$ cat src/rtl/gpu_pixel_pkg.sv
// Shared types and helpers for the pixel back end.
// Provides default channel geometry and the inverse-alpha helper.
package gpu_pixel_pkg;

    localparam int DEF_WIDTH    = 8;
    localparam int DEF_CHANNELS = 3;
    localparam int CH_W         = DEF_WIDTH;

    typedef logic [CH_W-1:0] channel_t;
    typedef channel_t [DEF_CHANNELS-1:0] pixel_t;

    // (2^w - 1) - a; a is assumed to fit in w bits.
    function automatic logic [31:0] inv_alpha(
        input logic [31:0] a,
        input int          w
    );
        return ((32'd1 << w) - 32'd1) - a;
    endfunction

endpackage

$ cat src/rtl/blend_div255.sv
// Combinational round-half-up divide by 2^W-1, no divider.
// Ports: sum (2W+1 bits, <= (2^W-1)^2) in, q (W bits) out.
module blend_div255
    import gpu_pixel_pkg::*;
#(
    parameter int WIDTH = CH_W
) (
    input  logic [2*WIDTH:0]  sum,
    output logic [WIDTH-1:0]  q
);

    localparam int SW = 2 * WIDTH + 1;

    logic [SW-1:0] t;
    logic [SW-1:0] u;

    // Adding t>>W approximates multiplying by 2^W/(2^W-1);
    // exact for the full product range once the half-LSB bias is in.
    assign t = sum + SW'(1 << (WIDTH - 1));
    assign u = t + (t >> WIDTH);
    assign q = WIDTH'(u >> WIDTH);

endmodule

$ cat src/rtl/alpha_blend_pipe.sv
// Three-stage per-channel alpha blender with valid/ready on both sides.
// Ports: clk, reset_n, in_valid/in_ready, src_color, dst_color, alpha,
//        out_valid/out_ready, out_color (channel 0 in the LSBs).
module alpha_blend_pipe
    import gpu_pixel_pkg::*;
#(
    parameter int WIDTH    = CH_W,
    parameter int CHANNELS = DEF_CHANNELS
) (
    input  logic                        clk,
    input  logic                        reset_n,
    input  logic                        in_valid,
    output logic                        in_ready,
    input  logic [CHANNELS*WIDTH-1:0]   src_color,
    input  logic [CHANNELS*WIDTH-1:0]   dst_color,
    input  logic [WIDTH-1:0]            alpha,
    output logic                        out_valid,
    input  logic                        out_ready,
    output logic [CHANNELS*WIDTH-1:0]   out_color
);

    localparam int PW = CHANNELS * WIDTH;
    localparam int MW = 2 * WIDTH;
    localparam int SW = 2 * WIDTH + 1;

    logic adv;

    logic             s1_valid;
    logic [PW-1:0]    s1_src;
    logic [PW-1:0]    s1_dst;
    logic [WIDTH-1:0] s1_alpha;
    logic [WIDTH-1:0] s1_inv;
    logic [WIDTH-1:0] inv_d;

    logic             s2_valid;
    logic [SW-1:0]    s2_sum [CHANNELS];
    logic [SW-1:0]    sum_d  [CHANNELS];

    logic [PW-1:0]    q_d;

    // Whole pipe moves as one; a held output freezes every stage.
    assign adv      = !out_valid || out_ready;
    assign in_ready = adv;

    assign inv_d = WIDTH'(inv_alpha(32'(alpha), WIDTH));

    for (genvar ch = 0; ch < CHANNELS; ch++) begin : g_ch
        logic [MW-1:0] p_src;
        logic [MW-1:0] p_dst;

        assign p_src = MW'(s1_src[ch*WIDTH +: WIDTH]) * MW'(s1_alpha);
        assign p_dst = MW'(s1_dst[ch*WIDTH +: WIDTH]) * MW'(s1_inv);
        assign sum_d[ch] = SW'(p_src) + SW'(p_dst);

        blend_div255 #(.WIDTH(WIDTH)) u_div (
            .sum (s2_sum[ch]),
            .q   (q_d[ch*WIDTH +: WIDTH])
        );
    end

    always_ff @(posedge clk or negedge reset_n) begin
        if (!reset_n) begin
            s1_valid  <= 1'b0;
            s1_src    <= '0;
            s1_dst    <= '0;
            s1_alpha  <= '0;
            s1_inv    <= '0;
            s2_valid  <= 1'b0;
            for (int i = 0; i < CHANNELS; i++) begin
                s2_sum[i] <= '0;
            end
            out_valid <= 1'b0;
            out_color <= '0;
        end else if (adv) begin
            s1_valid  <= in_valid;
            s1_src    <= src_color;
            s1_dst    <= dst_color;
            s1_alpha  <= alpha;
            s1_inv    <= inv_d;
            s2_valid  <= s1_valid;
            for (int i = 0; i < CHANNELS; i++) begin
                s2_sum[i] <= sum_d[i];
            end
            out_valid <= s2_valid;
            out_color <= q_d;
        end
    end

endmodule
$ cat config.mk
export PLATFORM = sky130hd
export DESIGN_NAME = alpha_blend_pipe
export DESIGN_NICKNAME = d
export VERILOG_FILES = /design/src/rtl/gpu_pixel_pkg.sv /design/src/rtl/blend_div255.sv /design/src/rtl/alpha_blend_pipe.sv
export SDC_FILE = /design/constraint.sdc
export NUM_CORES = 1
export LEC_CHECK = 0
export CAP_MARGIN = 0
export CORE_UTILIZATION = 60
export DETAILED_ROUTE_END_ITERATION = 10
export GPL_TIMING_DRIVEN = 0
export PLACE_DENSITY = 0.85
export SLEW_MARGIN = 20
export SYNTH_ARGS = -nofsm -noshare
export SYNTH_HDL_FRONTEND = slang
export SYNTH_SLANG_ARGS = --single-unit
$ cat constraint.sdc
create_clock -name clk -period 7.3 [get_ports clk]
set_input_delay 1.095 -clock clk [delete_from_list [all_inputs] [get_ports clk]]
set_output_delay 1.095 -clock clk [all_outputs]
set_load 0.005 [all_outputs]
* Word level (Yosys, flattened, before mapping) *
Index checks and enable logic that the tools add are counted.

storage, ports and cells
  register bits = 142
  word-level logic and storage cells = 29

cells by class
  add/sub/neg operators = 10
  multiply operators = 6
  reductions and logical operators = 2

operator list
  cell                                           count
  multiplier 8 x 8 -> 16 bit                     6
  adder 16 x 16 -> 17 bit                        3
  adder 17 x 8 -> 17 bit, second input constant  3
  adder 16 x 9 -> 16 bit                         3
  subtractor 8 bit, first input constant         1
  zero test 1 bit                                1
  logical OR 1 bit                               1

* Longest topological paths before layout *
  depth after elaboration = 2
  mapped depth = 20
  gate-level depth less buffers = 19

* By module *
A second synthesis with hierarchy kept.

second synthesis, totals
  cells, all modules = 2,351
  area, all modules = 20,592.2 µm²

modules (own cells, without submodules)
  module            instances  cells each  area an instance (µm²)  seq. area each (µm²)
  alpha_blend_pipe  1          2,075       18,542.8                3,553.4
  blend_div255      3          92          683.2                   0.0

* Least setup slack after synthesis *
OpenSTA, ideal clock, no wires.

  kind = reg2reg
  start = register s1_alpha[1]
  end = register s2_sum[15] (netlist name)
  data arrival time = 5.402 ns
  setup slack = 1.772 ns
  cell stages (with the launch flop) = 19
  path through = dfrtp_1 clkbuf_1 nand2_1 fa_1 fa_1 inv_1 fa_1 fa_1 fa_1 inv_1 fa_1 inv_1 ha_1 a21o_1 a21oi_1 a21boi_0 o31a_1 or2_2 a221o_1

between the ends
  cells in the longest elaborated chain, start to end = 2

RTL lines
  item                             line                    RTL
  from (decl)                      alpha_blend_pipe.sv:31  logic [WIDTH-1:0] s1_alpha;
  from (signal assigned)           alpha_blend_pipe.sv:78  s1_alpha <= alpha;
  multiplier 8 x 8 -> 16 bit       alpha_blend_pipe.sv:51  assign p_src = MW'(s1_src[ch*WIDTH +: WIDTH]) * MW'(s1_alpha);
  adder 16 x 16 -> 17 bit          alpha_blend_pipe.sv:53  assign sum_d[ch] = SW'(p_src) + SW'(p_dst);
  to (signal, indexed assignment)  alpha_blend_pipe.sv:82  s2_sum[i] <= sum_d[i];
  to (decl)                        alpha_blend_pipe.sv:36  logic [SW-1:0] s2_sum [CHANNELS];

No other way between the ends.
A chain may end at the register's enable or synchronous reset.

* Worst setup path in the final report *
  start = register s1_inv[2]
  end = register s2_sum[50] (netlist name)

between the ends
  cells in the longest elaborated chain, start to end = 2

RTL lines
  item                        line                    RTL
  from (decl)                 alpha_blend_pipe.sv:32  logic [WIDTH-1:0] s1_inv;
  from (signal assigned)      alpha_blend_pipe.sv:79  s1_inv <= inv_d;
  multiplier 8 x 8 -> 16 bit  alpha_blend_pipe.sv:52  assign p_dst = MW'(s1_dst[ch*WIDTH +: WIDTH]) * MW'(s1_inv);
  adder 16 x 16 -> 17 bit     alpha_blend_pipe.sv:53

No other way between the ends.

==> parameters.txt <==
Parameter                              Value

Timing
  Fin crit share ... 0.904
  Number of setup violations in the final report ... 0
  RSZ-0062 raised after global routing ... no
  Timing-limited maximum frequency ... around 0.15 GHz
  Max transition margin ... 0.308
  Worst-margin pin slew ... slightly above 1000 ps
  Hold violation count in the final report ... 0
  Total count of max-transition violations in the final report ... 0
  Post-Route Skew ... roughly 17 ps
  Time the final worst path needs with I/O delays and setup ... 6600 ps

Worst setup path
  Critical Path End Type ... register
  Required time of the worst setup path ... ~7600 ps
  Crit path top cell by count ... sky130_fd_sc_hd__fa_1
  Worst stage delay on the critical path ... roughly 700 ps
  CP bufs+invs ... 4
  Setup CP Type ... register to register
  Sequence of cells on the critical path ... clkbuf_1, nand2_1, fa_1, fa_1, inv_1, fa_1, fa_1, fa_1, inv_1, fa_1, inv_1, ha_1, o211ai_1, o211a_1, o31ai_2, o221ai_1, xnor2_1, a21oi_1
  Crit start category ... register
  Cell type group with the largest total delay on the critical path ... adder cells
  Data arrival at the endpoint of the critical path ... between 6000 and 7000 ps
  Highest fanout seen on the critical path ... 10
  CP max-delay cell ... sky130_fd_sc_hd__dfrtp_1

Floorplanning
  Floorplan core area ... about 0.033 mm²
  Vertical extent of the die ... between 150 and 200 µm
  Total number of placement rows ... 66
  Num ports ... 86
  Width of the die ... approximately 190 µm
  Initial core utilization ... 0.615
  Die footprint ... 0.0343 mm²

Yosys
  Xor and xnor area share after synthesis ... 0.0235
  Synthesized instance count ... about 2300
  Number of enable-type register cells in the synthesized netlist ... 0
  Post-synthesis register bit count ... around 140
  Synthesized area ... 0.0202 mm²
  Synthesized-area fraction occupied by and/or/nand/nor cells ... 0.204
  Share of the synthesized area in compound gates (AO/OA/AOI/OAI) ... 0.0762
  Dominant combinational cell family by area after synthesis ... adder cells
  Share of synthesized area spent on multiplexers ... 0.00267
  Yosys top cell by area ... sky130_fd_sc_hd__fa_1
  Count of distinct cell types in the synthesized netlist ... between 70 and 80
  Async SR Flop Fraction ... 1.00
  Count of yosys warnings during synthesis ... 0
  Largest cells by area after synthesis ... sky130_fd_sc_hd__fa_1 (29%), sky130_fd_sc_hd__dfrtp_1 (18%), sky130_fd_sc_hd__ha_1 (14%)
  Register area share after synthesis ... 0.176
  Adder-cell share of the synthesized area ... 0.426
  Share of Yosys cell area claimed by the top area cell type ... 0.289
  Average size of a mapped cell ... slightly below 9 µm²
  Number of nets in the synthesized netlist ... 2836
  Dominant synthesized flop cell ... sky130_fd_sc_hd__dfrtp_1

Routing
  Number of detailed-routing iterations run before antenna repair ... 6
  Via count ... roughly 16000
  Routed WL per cell ... ~20 µm
  Via density ... slightly below 6
  Detailed Route Iter0 Violations ... between 1000 and 1500
  Final ANT Viol Nets ... 0
  DRC ... 0
  Post-detailed-routing wire length ... roughly 56 mm

Clock tree
  Clock-pin slew of the registers on the worst-case setup and hold paths ... around 60 ps
  Post-CTS Resized ... 0
  TritonCTS clock tree ... built
  Sinks on Clock Net ... roughly 140
  Clock latency on the worst-skew pair ... 460 ps
  Number of buffers created by CTS ... 17
  Number of buffers added to fix hold violations after cts ... 0
  Htree depth ... 4
  Postcts setup bufs ... 0
  Root buffer cell ... sky130_fd_sc_hd__clkbuf_16
  Maximum number of buffers from clock root to sink ... 2

Finish
  Layout net count ... approximately 2900
  Synthesis-to-layout area growth ... 10.0%
  Fillers ... approximately 2500
  Leading cell type in the layout, fill and taps excluded ... sky130_fd_sc_hd__nand2_1
  Util after Layout ... 0.676
  Fraction of final layout cells sized beyond drive strength 1 ... 0.0277
  Top library cells by usage in the layout, fill and taps aside ... sky130_fd_sc_hd__nand2_1 (407), sky130_fd_sc_hd__inv_1 (401), sky130_fd_sc_hd__fa_1 (291)

Global routing
  Largest net degree at the start of global routing ... 94
  Congestion Overflow GR ... 0
  Wire length of the first global-routing pass ... slightly below 90 mm
  Total global-route track usage ... 0.348
  Number of global-route vias before repair ... between 15000 and 20000
  Number of antenna violations at the first check in global routing ... 1

Placement
  Weighted congestion reported at the end of routability-driven placement ... ~1
  Placed wire-length estimate ... between 40 and 50 mm
  Number of buffer cells added on primary ports ... 85

Hold path
  Worst min-delay path class ... register to register

Flow run
  Max Cap Violations ... 0

Outcome
  Outcome ... completed
-- cells in the mapped netlist, drive strengths merged (24+ instances only) --
master,instances
clkbuf,77
xnor2,34
ha,220
inv,401
and2,242
o21a,24
nand3,27
nand2,407
dfrtp,142
nor2,57
fa,291
o21ai,38
a21oi,65
-- cell families (layout without fill, tap and decap cells) --
kind of cell / Yosys count / after routing
buffers and inverters: 490 / 608
and+or+nand+nor: 839 / 839
xor gates and xnor gates: 54 / 54
DFF: 142 / 142
other: 0 / 1
adders and majority gates: 511 / 511
muxes: 5 / 5
AOI/OAI and AO/OA: 224 / 224
-- stage by stage --
stage	hold slack, ps	std cells	setup slack [ps]	setup TNS, ps	area (µm²)
detailed placement	462	2793	864	0	21600
finish	474	2826	699	0	22200
global route	496	2825	594	0	22200
global placement	447	2792	-774	-106180	21600
CTS	478	2825	818	0	22200
floorplan	430	2265	1770	0	20200
-- tightest hold or removal path, delay by kind of cell, from the launching register on --
family	cells	cell delay [ps]
flops	1	340
compound gates	1	50
simple gates	1	50
-- per-layer routing --
layer,share of wire,up-vias,GRT usage,wire (µm)
li1,-,7265,-,-
met1,0.38,8237,0.422,21200
met2,0.49,715,0.578,27300
met3,0.083,207,0.0700,4680
met4,0.055,0,0.198,3090
met5,0,-,0,0
-- cell type report --
cell class / instances / area (µm²) / area share
plain buffers: 89 / 339 / 0.0153
diodes: 1 / 2.50 / 0.000113
clock buffers: 20 / 447 / 0.0201
clock inverters: 12 / 134 / 0.00604
inverters: 401 / 1510 / 0.0679
multi-input cells: 1633 / 14800 / 0.665
well taps: 442 / 553 / 0.0249
repair buffers: 86 / 883 / 0.0398
flip-flops and latches: 142 / 3550 / 0.160
-- worst paths after layout --
kind	startpoint	to	slack, ps	depth (start not counted)
setup reg to reg	s1_inv[2]	s2_sum[50]	700	18
max in group asynchronous	reset_n	s2_sum[3]	5940	2
min in group asynchronous	reset_n	s1_inv[4]	540	1
setup / recovery	s1_inv[2]	s2_sum[50]	700	18
hold reg to reg	out_color[14]	out_color[14]	470	2
hold / removal	out_color[14]	out_color[14]	470	2
-- registers in the layout, indices dropped and copies added (netlist names) --
register,cells
s2_valid,1
s1_src,24
s2_sum,51
s1_dst,24
s1_inv,8
out_valid,1
out_color,24
s1_alpha,8
s1_valid,1
Power is not shown: default switching activity piles up to over one toggle a cycle in this logic, so the estimate is an artifact.
